File: config.mk
export PLATFORM = sky130hd
export DESIGN_NAME = fa_bist_ctrl
export DESIGN_NICKNAME = d
export VERILOG_FILES = /design/src/rtl/fa_bist_ctrl_pkg.sv /design/src/rtl/fa_bist_ctrl_golden.sv /design/src/rtl/fa_bist_ctrl.sv
export SDC_FILE = /design/constraint.sdc
export NUM_CORES = 1
export LEC_CHECK = 0
export ABC_CLOCK_PERIOD_IN_PS = 2500
export BUFFER_PORTS_ARGS = -buffer_cell sky130_fd_sc_hd__buf_2
export CORE_MARGIN = 2
export CORE_UTILIZATION = 28
export DETAILED_ROUTE_END_ITERATION = 10
export HOLD_SLACK_MARGIN = 0.03
export PLACE_DENSITY = 0.51
export SLEW_MARGIN = 30
export SYNTH_ARGS = -nofsm -noshare
export SYNTH_HDL_FRONTEND = slang
export SYNTH_SLANG_ARGS = --single-unit
File: constraint.sdc
create_clock -name clk -period 2.5 [get_ports clk]
set_clock_uncertainty 0.05 [all_clocks]
set_input_delay 0.125 -clock clk [delete_from_list [all_inputs] [get_ports clk]]
set_output_delay 0.125 -clock clk [all_outputs]
set_load 0.01 [all_outputs]
File: src/rtl/fa_bist_ctrl_pkg.sv
// Shared definitions for the full-adder BIST engine: FSM encodings, vector space
// and the expected-response record.
package fa_bist_ctrl_pkg;

   localparam logic [1:0] ST_IDLE = 2'd0;
   localparam logic [1:0] ST_RUN  = 2'd1;
   localparam logic [1:0] ST_DONE = 2'd2;

   localparam int NUM_VECTORS = 8;
   localparam int VEC_W       = 3;

   localparam logic [VEC_W-1:0] VEC_LAST = VEC_W'(NUM_VECTORS - 1);

   typedef struct packed {
      logic sum;
      logic carry;
   } fa_resp_t;

endpackage

File: src/rtl/fa_bist_ctrl_golden.sv
// Golden full-adder response for a {a,b,cin} vector, written independently of
// the adder under test so that a shared bug cannot mask itself.
module fa_bist_ctrl_golden
   import fa_bist_ctrl_pkg::*;
(
   input  logic [VEC_W-1:0] vec,
   output fa_resp_t         exp_resp
);

   always_comb begin
      exp_resp       = '0;
      exp_resp.sum   = vec[2] ^ vec[1] ^ vec[0];
      exp_resp.carry = (vec[2] & vec[1]) | (vec[2] & vec[0]) | (vec[1] & vec[0]);
   end

endmodule

File: src/rtl/fa_bist_ctrl.sv
// Exhaustive self-test sequencer for a 1-bit full adder: walks all eight
// {a,b,cin} vectors, compares against the golden model and records results.
module fa_bist_ctrl
   import fa_bist_ctrl_pkg::*;
#(
   parameter int SETTLE_CYCLES = 1,
   parameter int ERR_W         = 4
) (
   input  logic             clk,
   input  logic             rst_n,
   input  logic             start,
   output logic             busy,
   output logic             done,
   output logic             pass,
   output logic [ERR_W-1:0] err_count,
   output logic             first_fail_valid,
   output logic [2:0]       first_fail_vec,
   output logic             dut_a,
   output logic             dut_b,
   output logic             dut_cin,
   input  logic             dut_sum,
   input  logic             dut_carry,
   output logic [1:0]       dbg_state
);

   localparam int CNT_W = (SETTLE_CYCLES > 0) ? $clog2(SETTLE_CYCLES + 1) : 1;
   localparam logic [CNT_W-1:0] CNT_LAST = CNT_W'(SETTLE_CYCLES);
   localparam logic [ERR_W-1:0] ERR_MAX  = '1;

   logic [1:0]       state;
   logic [VEC_W-1:0] vec;
   logic [CNT_W-1:0] cnt;
   fa_resp_t         exp_resp;
   logic             mismatch;
   logic             window_end;

   fa_bist_ctrl_golden u_golden (
      .vec      (vec),
      .exp_resp (exp_resp)
   );

   assign mismatch   = (dut_sum != exp_resp.sum) || (dut_carry != exp_resp.carry);
   assign window_end = (cnt == CNT_LAST);
   assign dbg_state  = state;

   // Handshake: start is taken only in IDLE on a rising edge; busy is high from the
   // accepting edge until the last compare, then done pulses for exactly one cycle.
   // Results stay stable from done until the next accepted start clears them.
   always_ff @(posedge clk) begin
      if (!rst_n) begin
         state            <= ST_IDLE;
         vec              <= '0;
         cnt              <= '0;
         busy             <= 1'b0;
         done             <= 1'b0;
         pass             <= 1'b0;
         err_count        <= '0;
         first_fail_valid <= 1'b0;
         first_fail_vec   <= '0;
         dut_a            <= 1'b0;
         dut_b            <= 1'b0;
         dut_cin          <= 1'b0;
      end else begin
         done <= 1'b0;
         case (state)
            ST_IDLE: begin
               if (start) begin
                  state                   <= ST_RUN;
                  vec                     <= '0;
                  cnt                     <= '0;
                  busy                    <= 1'b1;
                  pass                    <= 1'b0;
                  err_count               <= '0;
                  first_fail_valid        <= 1'b0;
                  first_fail_vec          <= '0;
                  {dut_a, dut_b, dut_cin} <= '0;
               end
            end
            ST_RUN: begin
               if (window_end) begin
                  cnt <= '0;
                  if (mismatch) begin
                     if (err_count != ERR_MAX) err_count <= err_count + 1'b1;
                     if (!first_fail_valid) begin
                        first_fail_valid <= 1'b1;
                        first_fail_vec   <= vec;
                     end
                  end
                  if (vec == VEC_LAST) begin
                     state                   <= ST_DONE;
                     busy                    <= 1'b0;
                     done                    <= 1'b1;
                     // first_fail_valid tracks any earlier miss, independent of saturation
                     pass                    <= !(first_fail_valid || mismatch);
                     {dut_a, dut_b, dut_cin} <= '0;
                  end else begin
                     vec                     <= vec + 1'b1;
                     {dut_a, dut_b, dut_cin} <= vec + 1'b1;
                  end
               end else begin
                  cnt <= cnt + 1'b1;
               end
            end
            ST_DONE: state <= ST_IDLE;
            default: state <= ST_IDLE;
         endcase
      end
   end

endmodule
# [After elaboration in Yosys (flattened, before gate mapping)]
# Index checks and enable logic that the tools add are counted.
[classes] mux=40 n_eq_ne=12 n_addsub=3 reduce_logical=14 bitwise_logic=7
[op_table] op="$mux 3" count=6
[op_table] op="$mux 1" count=16
[op_table] op="$mux 4" count=4
[op_table] op="$ne 2x2->1 const B" count=7
[op_table] op="$pmux 1 s2" count=7
[op_table] op="$pmux 3 s2" count=2
[op_table] op="$reduce_and 4->1" count=3
[op_table] op="$reduce_and 5->1" count=2
[op_table] op="$reduce_and 3->1" count=3
[op_table] op="$pmux 4 s2" count=1
[op_table] op="$mux 2" count=3
[op_table] op="$add 4x1->4 const B" count=1
[op_table] op="$ne 4x4->1 const B" count=1
[op_table] op="$pmux 2 s2" count=1
[op_table] op="$add 3x1->3 const B" count=1
[op_table] op="$and 1x1->1" count=3
[op_table] op="$eq 3x3->1 const B" count=1
[op_table] op="$eq 2x1->1 const B" count=1
[op_table] op="$logic_not 2->1" count=1
[op_table] op="$logic_or 1x1->1" count=2
[op_table] op="$ne 1x1->1" count=2
[op_table] op="$or 1x1->1" count=2
[op_table] op="$reduce_and 2->1" count=1
[op_table] op="$reduce_bool 2->1" count=1
[op_table] op="3 further kinds" count=4
[totals] output_inout_bits=16 in_bits=5 reg_bits=20

# [Depth between registers and ports, before layout]
# Gate-level depths: netlist of the first run.
[logic_depth] word_depth=10 ltp_mapped=6 mapped_depth_nobuf=6

# [Modules after synthesis]
# A second synthesis of the first run with hierarchy kept.
[hier_totals] hier_cells=102 area_unflattened_um2=922.1
[by_module_without_submodules] mod="fa_bist_ctrl" cells_per_inst=101 instances=1 area_each_um2=902.1 seq_area_each_um2=400.4
[by_module_without_submodules] mod="fa_bist_ctrl_golden" cells_per_inst=1 instances=1 area_each_um2=20.0 seq_area_each_um2=0.0

# [Least setup slack after synthesis of the first run]
# Ideal clock, no wire load.
[synth_path] path_type="register to register" start="register vec[0]" end="register pass" path_stages_with_launch=6 n_path_buf=0 path_slack_ps=478 t_required_ps=2376 arrival_ps=1897 setup_time_ps=74 synth_period_minus_slack_ps=2022 cell_sequence="dfxtp_1 > fa_1 > xnor2_1 > nand3_1 > or4b_2 > o21ai_0"
[synth_between] elab_chain_len=10
[synth_lines] element="from (decl)" line_no="fa_bist_ctrl.sv:31" text="logic [VEC_W-1:0] vec;"
[synth_lines] element="from (signal assigned)" line_no="fa_bist_ctrl.sv:97" text="vec <= vec + 1'b1;"
[synth_lines] element="$and 1x1->1" line_no="fa_bist_ctrl_golden.sv:13" text="exp_resp.carry = (vec[2] & vec[1]) | (vec[2] & vec[0]) | (vec[1] & vec[0]);"
[synth_lines] element="$or 1x1->1 (2 in series)" line_no="fa_bist_ctrl_golden.sv:13"
[synth_lines] element="$ne 1x1->1" line_no="fa_bist_ctrl.sv:42" text="assign mismatch = (dut_sum != exp_resp.sum) || (dut_carry != exp_resp.carry);"
[synth_lines] element="$logic_or 1x1->1" line_no="fa_bist_ctrl.sv:42"
[synth_lines] element="$logic_or 1x1->1" line_no="fa_bist_ctrl.sv:94" text="pass <= !(first_fail_valid || mismatch);"
[synth_lines] element="$logic_not 1->1" line_no="fa_bist_ctrl.sv:94"
[synth_lines] element="$mux 1" line_no="fa_bist_ctrl.sv:89" text="if (vec == VEC_LAST) begin"
[synth_lines] element="$mux 1" line_no="fa_bist_ctrl.sv:80" text="if (window_end) begin"
[synth_lines] element="$pmux 1 s2" line_no="fa_bist_ctrl.sv:65" text="case (state)"
[synth_lines] element="to (signal assigned)" line_no="fa_bist_ctrl.sv:94"
[synth_lines] element="to (decl)" line_no="fa_bist_ctrl.sv:14" text="output logic pass,"
# Parallel ways exist; a longest one is shown, timed or not. The select of a mux whose other input is x is not followed.
# A chain may end at the register's enable or synchronous reset.

# [Final worst setup path of the first run]
# Same ends and word-level chain as after synthesis.

==> flow_metrics.tcl, run 1 <==
set metrics [dict create \
    status "complete, no violations" \
    post-route-min-period_ns 2.16 \
    total_leakage_power_nw 0.456 \
    top_level_ports 21 \
    num-nets-final 129 \
    crit_path_max_incr_delay_ns 0.63 \
    finalHoldViolCount 0 \
    place_congestion 0.779 \
    rsz0062_at_grt "false" \
    r2r_setup_slack_ns 0.34 \
    core_area_mm2 0.00310 \
    die_h_um 61.5 \
    worstSetupStartpoint "vec[0]" \
    critPathCaptureType "flop" \
    post_cts_buffers 0 \
    r2r_cells 5 \
    final_layout_size_suffix_gt1_share_pct 25.2 \
    summed_area_of_non_filler_cells_in_the_final_layout_mm2 0.00108 \
    dpl.hpwl_mm 1.46 \
    chip_width_um 61.5 \
    maxSlewViolCount 0 \
    post_synth_inst_count 99 \
    area_delta_synth_final_pct 16.4 \
    grt_usage_pct 12.2 \
    worst_setup_path_start_kind "flop" \
    clk_transition_reported_paths_ns 0.12 \
    initial_antenna_violation_count 0 \
    vias_per_cell 4.79 \
    grt_pass1_wl_mm 3.29 \
    initial_utilization_pct 29.8 \
    post-route-drc-count 0 \
    globalRouteOverflowTotal 0 \
    regToRegEndpoint "pass" \
    synth-warning-count 0 \
    synth-edff-count 0 \
    critical_path.cell_chain "fa_1, xnor2_1, nand3_1, or4b_2, o21ai_0" \
    power-per-cell-area_mw_per_mm2 548 \
    firstDrtPassIters 4 \
    synth_area_um2 925 \
    largest_net_degree_at_the_start_of_global_routing 16 \
    clock_latency_ns 0.31 \
    synth-seq-cells 20 \
    ctsLongestPathBuffers 2 \
    final.fill_count 338 \
    synth.distinct_cells 34 \
    regToRegStartpoint "vec[0]" \
    multi_input_comb_area_um2 469 \
    crit_fanout 5 \
    clkSinkCount 20 \
    antenna_left 0 \
    detail_route.iter0.violations 16 \
    maxCapViolations 0 \
    h-tree-depth 1 \
    timing.setup.tns_ns 0 \
    ir_drop_mv 0.162 \
    worstHoldEndpoint "pass" \
    hold_path_class "input pin to flop" \
    async_set_or_reset_register_ratio_after_synthesis_pct 0 \
    worst-setup-path-type "flop to flop" \
    detailroute.via_count 780 \
    grt_pass1_vias 726 \
    tritoncts "yes" \
    placedInstanceArea_mm2 0.00104 \
    hold_start "rst_n" \
    final_min_period_over_clock_period_pct 86.6 \
    clock_tree.root_cell "sky130_fd_sc_hd__clkbuf_4" \
    worst-endpoint-required_ns 2.70 \
    maxSlewHeadroom_pct 69.7 \
    synth_seq_area_share_pct 43.3 \
    post_cts_hold_buffer_count 0 \
    io_buf_count 20 \
    detail_route.wl_per_cell_um 12.0 \
    worst_hold_path.num_cells 3 \
    cts_buffers 3 \
    achievable-frequency_mhz 462 \
    synth-main-ff-cell "sky130_fd_sc_hd__dfxtp_1" \
    diodes_inserted 0 \
    synthesis.nets 108 \
    commonest_cells_after_routing_fill_and_taps_aside "sky130_fd_sc_hd__dfxtp_1 (20), sky130_fd_sc_hd__buf_2 (20), sky130_fd_sc_hd__nand2_1 (12)" \
    placement_rows 20 \
    critPathSlowestCell "sky130_fd_sc_hd__or4b_2" \
    setup_violations 0 \
    post_cts.resized_instances 0 \
    fp.dieArea_mm2 0.00378 \
    tightestPinTransition_ns 0.454 \
    drt_wl_total_mm 1.95 \
    area.sequential_um2 400 \
    worst-endpoint-arrival_ns 2.37 \
    mapped_avg_cell_area_um2 9.34 \
    power_mw 0.589 \
]
logic make-up after synthesis:
logic type	Yosys count	synth area share (%)
simple gates	35	20.4
mux	1	1.08
xor+xnor	2	1.89
compound gates	29	21.1
flops	20	43.3
buf+inv	8	5.95
fa+ha+maj	4	6.23
Yosys cell counts (2+ instances only):
cell                       number  share of area [%]
sky130_fd_sc_hd__dfxtp_1       20                 43
sky130_fd_sc_hd__nand2_1       12                4.9
sky130_fd_sc_hd__a21oi_1        8                4.3
sky130_fd_sc_hd__o21ai_0        6                3.2
sky130_fd_sc_hd__nand3_1        5                2.7
sky130_fd_sc_hd__nor2_1         5                2.0
sky130_fd_sc_hd__inv_1          4                1.6
sky130_fd_sc_hd__a31oi_1        3                2.0
sky130_fd_sc_hd__a32o_1         3                3.2
sky130_fd_sc_hd__ha_1           3                4.1
sky130_fd_sc_hd__a211oi_1       2                1.6
sky130_fd_sc_hd__and3_1         2                1.4
sky130_fd_sc_hd__buf_6          2                2.4
sky130_fd_sc_hd__nand2b_1       2                1.4
sky130_fd_sc_hd__nor4_1         2                1.4
sky130_fd_sc_hd__xnor2_1        2                1.9
worst max path at each step:
stage / end / slack, ns / depth (start not counted)
after CTS: pass / 0.34 / 5
after global routing: pass / 0.16 / 5
final: pass / 0.34 / 5
after global placement: pass / 0.39 / 5
after detailed placement: pass / 0.36 / 5
after floorplan: pass / 0.48 / 5
where the power goes:
part / switching (mW) / leakage (nW) / internal, mW / total [mW]
Combinational: 0.0360 / 0.273 / 0.0251 / 0.0610
Sequential: 0.00799 / 0.162 / 0.325 / 0.333
Clock: 0.106 / 0.0210 / 0.0891 / 0.195
Total: 0.150 / 0.456 / 0.440 / 0.589
state kept, by name, summed over array words and instances, names as in the netlist:
register,cells
vec,3
dbg_state,2
first_fail_valid,1
done,1
dut_cin,1
dut_a,1
err_count,4
pass,1
busy,1
first_fail_vec,3
cnt,1
dut_b,1
final cells by class:
type                    count  area share, %
multi-input cells          71           43.6
clock buffers               4           3.37
flip-flops and latches     20           37.2
repair buffers             20           9.30
inverters                   4           1.40
well taps                  44           5.12
worst max-delay path: cells and delay by family, from the launching register on:
| family | cells | cell delay, ns |
|---|---|---|
| simple gates | 2 | 0.83 |
| flops | 1 | 0.45 |
| fa+ha+maj | 1 | 0.43 |
| xor+xnor | 1 | 0.26 |
| compound gates | 1 | 0.08 |
metal layers:
metal  vias up  GRT usage (%)  wire, um
met5         -              0         0
met4         0           8.21        59
met3         5           2.10        70
met2        13           17.9       846
met1       353           16.2       972
li1        409              -         -
metrics by stage:
| stage | worst slack, ns | utilization (%) | std cells | hold WS, ns |
|---|---|---|---|---|
| finish | 0.336 | 34.7 | 163 | 0.0794 |
| detailed placement | 0.361 | 33.5 | 159 | 0.396 |
| global placement | 0.390 | 33.5 | 159 | 0.399 |
| floorplan | 0.478 | - | 99 | 0.275 |
| global route | 0.163 | 34.7 | 163 | 0.104 |
| CTS | 0.337 | 34.7 | 163 | 0.0762 |
(Power assumes the default switching activity.)
==> run 2: changes to the inputs <==
- CORE_MARGIN: 2 -> 3
- CORE_UTILIZATION: 28 -> 51
- PLACE_DENSITY: 0.51 -> 0.8
==> run 2 against run 1 <==
Sequential power barely moved. Cell area fell by 2.3%. Maximum frequency fell by 0.25%. First-iteration DRC count fell by 31%. Setup slack got worse by 0.0054 ns. Register-to-register slack barely moved. Cell count fell by 12%. Clock power fell by 4%. Largest power group unchanged. Die area fell by 38%. Combinational power barely moved. Sequential share of layout area rose by 0.89 points.
==> flow_metrics.tcl, run 2 (synthesized netlist as in run 1, its figures left out) <==
set metrics [dict create \
    rsz0062_at_grt "false" \
    initial_antenna_violation_count 0 \
    combinational_power_share_pct 10.5 \
    critical_path_cell_count 5 \
    final_layout_size_suffix_gt1_share_pct 25.2 \
    regToRegStartpoint "vec[0]" \
    total_leakage_power_nw 0.456 \
    place_inst 139 \
    finalHoldViolCount 0 \
    maxCapViolations 0 \
    tightestPinTransition_ns 0.468 \
    largest_reg_flops 4 \
    h-tree-depth 1 \
    detailroute.via_count 805 \
    dpl.hpwl_mm 1.38 \
    grt_pass1_wl_mm 3.30 \
    ctsLongestPathBuffers 2 \
    worstSetupStartpoint "vec[0]" \
    maxSlewHeadroom_pct 68.7 \
    switching_share_pct 24.5 \
    ir_drop_mv 0.434 \
    critical_path.cell_chain "fa_1, xnor2_1, nand3_1, or4b_2, o21ai_0" \
    critPathSlowestCell "sky130_fd_sc_hd__or4b_2" \
    clock_tree.root_cell "sky130_fd_sc_hd__clkbuf_4" \
    hold_path_class "input pin to flop" \
    worst-endpoint-required_ns 2.70 \
    antenna_left 0 \
    commonest_cells_after_routing_fill_and_taps_aside "sky130_fd_sc_hd__dfxtp_1 (20), sky130_fd_sc_hd__buf_2 (20), sky130_fd_sc_hd__nand2_1 (12)" \
    core_area_mm2 0.00161 \
    crit_path_max_incr_delay_ns 0.65 \
    final.fill_count 153 \
    crit_fanout 5 \
    r2r_setup_slack_ns 0.33 \
    post_cts_buffers 0 \
    power_frac_seq_pct 57.2 \
    p_sw_mw 0.143 \
    number_of_standard_cells_in_the_final_layout_excluding_fillers 143 \
    achievable-frequency_mhz 461 \
    firstDrtPassIters 4 \
    clkSinkCount 20 \
    worst-endpoint-arrival_ns 2.37 \
    setup.worst_path.end "pass" \
    setup_violations 0 \
    grt_usage_pct 17.6 \
    grt_pass1_vias 741 \
    worst-setup-path-type "flop to flop" \
    tritoncts "yes" \
    power_frac_clock_pct 32.3 \
    drt_wl_total_mm 1.90 \
    status "complete, no violations" \
    final_min_period_over_clock_period_pct 86.8 \
    critPathCaptureType "flop" \
    clk_transition_reported_paths_ns 0.11 \
    top_register "err_count" \
    cp_bufs_invs 0 \
    power-per-cell-area_mw_per_mm2 554 \
    post-route-drc-count 0 \
    placement_rows 14 \
    fp.dieArea_mm2 0.00236 \
    place_congestion 0.795 \
    chip_width_um 48.6 \
    detail_route.wl_per_cell_um 13.3 \
    final_critical_path_setup_slack_ns 0.331 \
    area_delta_synth_final_pct 13.7 \
    globalRouteOverflowTotal 0 \
    initial_utilization_pct 57.4 \
    vias_per_cell 5.63 \
    largest_net_degree_at_the_start_of_global_routing 16 \
    cts_buffers 3 \
    power_report.internal_total_mw 0.440 \
    timing.critical_path.max_delay_family "simple AND/OR/NAND/NOR gates" \
    top_level_ports 21 \
    num-nets-final 129 \
    io_buf_count 20 \
    dp_worst_setup_slack_ns 0.359 \
    post_cts_hold_buffer_count 0 \
    r2r_cells 5 \
    post-route-min-period_ns 2.17 \
    maxSlewViolCount 0 \
    timing.setup.tns_ns 0 \
    layout_top_registers "err_count x4, first_fail_vec x3, vec x3" \
    diodes_inserted 0 \
    post_cts.resized_instances 0 \
    worst_setup_path_start_kind "flop" \
    detail_route.iter0.violations 11 \
    die_h_um 48.6 \
    finish.utilization_pct 65.2 \
    clock_latency_ns 0.31 \
    regToRegEndpoint "pass" \
]
run 2: worst reg2reg max path: cells and delay by family, from the launching register on:
| kind | cells | cell delay (ns) |
|---|---|---|
| fa+ha+maj | 1 | 0.43 |
| flops | 1 | 0.44 |
| xor+xnor | 1 | 0.25 |
| simple gates | 2 | 0.86 |
| compound gates | 1 | 0.08 |
run 2: how the worst min path moves through the flow:
stage,from,to,slack [ns],depth (start not counted)
finish,start,dbg_state[0],0.08,3
global route,rst_n,cnt,0.08,2
CTS,start,dbg_state[0],0.07,3
detailed placement,dut_cin,dut_cin,0.40,2
global placement,dut_b,dut_b,0.39,2
floorplan,start,dbg_state[0],0.28,2
run 2: metal layers:
layer  up-vias  track usage [%]  wire, um
li1        405                -         -
met1       380             22.4       939
met2        16             26.8       854
met3         4             6.13        80
met4         0             7.58        26
met5         -                0         0
run 2: metrics by stage:
step	hold WS, ns	cell area [um^2]	power (mW)
finish	0.0825	1050	0.582
global route	0.0840	1050	0.612
CTS	0.0740	1050	0.586
detailed placement	0.396	1010	0.401
global placement	0.392	1010	0.400
floorplan	0.275	925	0.387
run 2: area by class of cell:
cell class	count	area, um^2	area share (%)
repair buffers	20	100	9.52
inverters	4	15.0	1.43
flip-flops and latches	20	400	38.1
clock buffers	4	36.3	3.45
well taps	24	30.0	2.86
multi-input cells	71	469	44.6
run 2: power by group through the flow:
| stage | registers, mW | logic [mW] | clock network (mW) |
|---|---|---|---|
| 2_1_floorplan | 0.340 | 0.0469 | 0 |
| 3_3_place_gp | 0.340 | 0.0598 | 0 |
| 3_5_place_dp | 0.341 | 0.0604 | 0 |
| 4_1_cts | 0.333 | 0.0606 | 0.192 |
| 5_1_grt | 0.335 | 0.0679 | 0.209 |
| 6_report | 0.333 | 0.0610 | 0.188 |
==> run 3: changes to the inputs <==
- REMOVE_ABC_BUFFERS: default -> 1
==> run 3 against run 2 <==
Clock power barely moved. Hold slack got worse by 0.010 ns. Sequential share of layout area did not move. Via count rose by 0.50%. Wire length fell by 2.5%. Critical path depth did not move. Sequential cell count did not move. Cell area did not move. Die area did not move. Utilization did not move. Cell count did not move. Clock-buffer cell count did not move.
==> flow_metrics.tcl, run 3 (synthesized netlist as in run 1, its figures left out) <==
set metrics [dict create \
    detail_route.wl_per_cell_um 13.0 \
    largest_net_degree_at_the_start_of_global_routing 16 \
    detailroute.via_count 809 \
    io_buf_count 20 \
    post-route-drc-count 0 \
    globalRouteOverflowTotal 0 \
    diodes_inserted 0 \
    worst-setup-path-type "flop to flop" \
    initial_utilization_pct 57.4 \
    achievable-frequency_mhz 466 \
    r2r_cells 5 \
    power-per-cell-area_mw_per_mm2 555 \
    crit_fanout 5 \
    placedInstanceArea_mm2 0.00101 \
    core_area_mm2 0.00161 \
    chip_width_um 48.6 \
    largest_reg_flops 4 \
    h-tree-depth 1 \
    total_leakage_power_nw 0.456 \
    post_cts.resized_instances 0 \
    maxSlewHeadroom_pct 66.7 \
    vias_per_cell 5.66 \
    fp.dieArea_mm2 0.00236 \
    final_layout_size_suffix_gt1_share_pct 25.2 \
    cts_buffers 3 \
    grt.met1_usage_pct 23.2 \
    num-nets-final 129 \
    dpl.hpwl_mm 1.38 \
    maxCapViolations 0 \
    timing.setup.tns_ns 0 \
    worst_hold_path.num_cells 3 \
    clk_transition_reported_paths_ns 0.13 \
    initial_antenna_violation_count 0 \
    gr-max-usage-layer "met2" \
    antenna_left 0 \
    final_min_period_over_clock_period_pct 85.8 \
    summed_area_of_non_filler_cells_in_the_final_layout_mm2 0.00105 \
    place_congestion 0.825 \
    worst_setup_path_start_kind "flop" \
    top_level_ports 21 \
    detail_route.iter0.violations 14 \
    grt_usage_pct 16.6 \
    globalRouteMet2Util_pct 24.1 \
    critPathCaptureType "flop" \
    setup_violations 0 \
    firstDrtPassIters 4 \
    ir_drop_mv 0.393 \
    area_delta_synth_final_pct 13.7 \
    final.fill_count 147 \
    rsz0062_at_grt "false" \
    globalRouteMet3Util_pct 5.83 \
    maxSlewViolCount 0 \
    clkSinkCount 20 \
    tightestPinTransition_ns 0.498 \
    layout_top_registers "err_count x4, first_fail_vec x3, vec x3" \
    top_register "err_count" \
    hold_ws_ns 0.0721 \
    placement_rows 14 \
    status "complete, no violations" \
    worst-endpoint-required_ns 2.71 \
    grt_pass1_wl_mm 3.15 \
    post_cts_buffers 0 \
    hold_path_class "input pin to flop" \
    commonest_cells_after_routing_fill_and_taps_aside "sky130_fd_sc_hd__dfxtp_1 (20), sky130_fd_sc_hd__buf_2 (20), sky130_fd_sc_hd__nand2_1 (12)" \
    finish.utilization_pct 65.2 \
    r2r_setup_slack_ns 0.35 \
    grt_pass1_vias 717 \
    drt_wl_total_mm 1.85 \
    finalHoldViolCount 0 \
    ctsLongestPathBuffers 2 \
    clock_tree.root_cell "sky130_fd_sc_hd__clkbuf_4" \
    power_mw 0.584 \
    die_h_um 48.6 \
    post_cts_hold_buffer_count 0 \
    post-route-min-period_ns 2.15 \
    clock_latency_ns 0.31 \
    worst-endpoint-arrival_ns 2.35 \
    tritoncts "yes" \
]
==> run 3: cell counts in the layout (fill, tap and decap cells not counted) <==
No cell type changed its count.
==> run 3: path summary, 6_finish.rpt <==
path,from,to
hold / removal,rst_n,pass
hold reg to reg,dut_cin,dut_cin
setup reg to reg,vec[0],pass
setup / recovery,vec[0],pass
==> run 3: area by class of cell <==
| type | count | area (um^2) | area share [%] |
|---|---|---|---|
| Multi-Input combinational cell | 71 | 469 | 44.6 |
| Sequential cell | 20 | 400 | 38.1 |
| Timing Repair Buffer | 20 | 100 | 9.52 |
| Clock buffer | 4 | 36.3 | 3.45 |
| Tap cell | 24 | 30.0 | 2.86 |
| Inverter | 4 | 15.0 | 1.43 |
==> run 3: metrics by stage <==
stage	cells	setup WS, ns
floorplan	95	0.478
detailed placement	139	0.374
global route	143	0.249
CTS	143	0.360
global placement	139	0.418
finish	143	0.355
==> run 3: metal layers <==
metal  wire length (um)  share of wire [%]
met4                  8               0.43
met5                  0                  0
met3                131                7.1
met1                888                 48
met2                825                 44
==> run 3: worst max-delay path, cell delays in order, from the launching register on <==
cell and delay [ns]:
sky130_fd_sc_hd__dfxtp_1 0.45, sky130_fd_sc_hd__fa_1 0.44, sky130_fd_sc_hd__xnor2_1 0.24, sky130_fd_sc_hd__nand3_1 0.19
sky130_fd_sc_hd__or4b_2 0.63, sky130_fd_sc_hd__o21ai_0 0.08
==> run 3: report_power, final <==
group | switching [mW] | leakage [nW] | internal [mW]
Sequential | 0.00749 | 0.162 | 0.325
Clock | 0.101 | 0.0210 | 0.0890
Combinational | 0.0361 | 0.273 | 0.0251
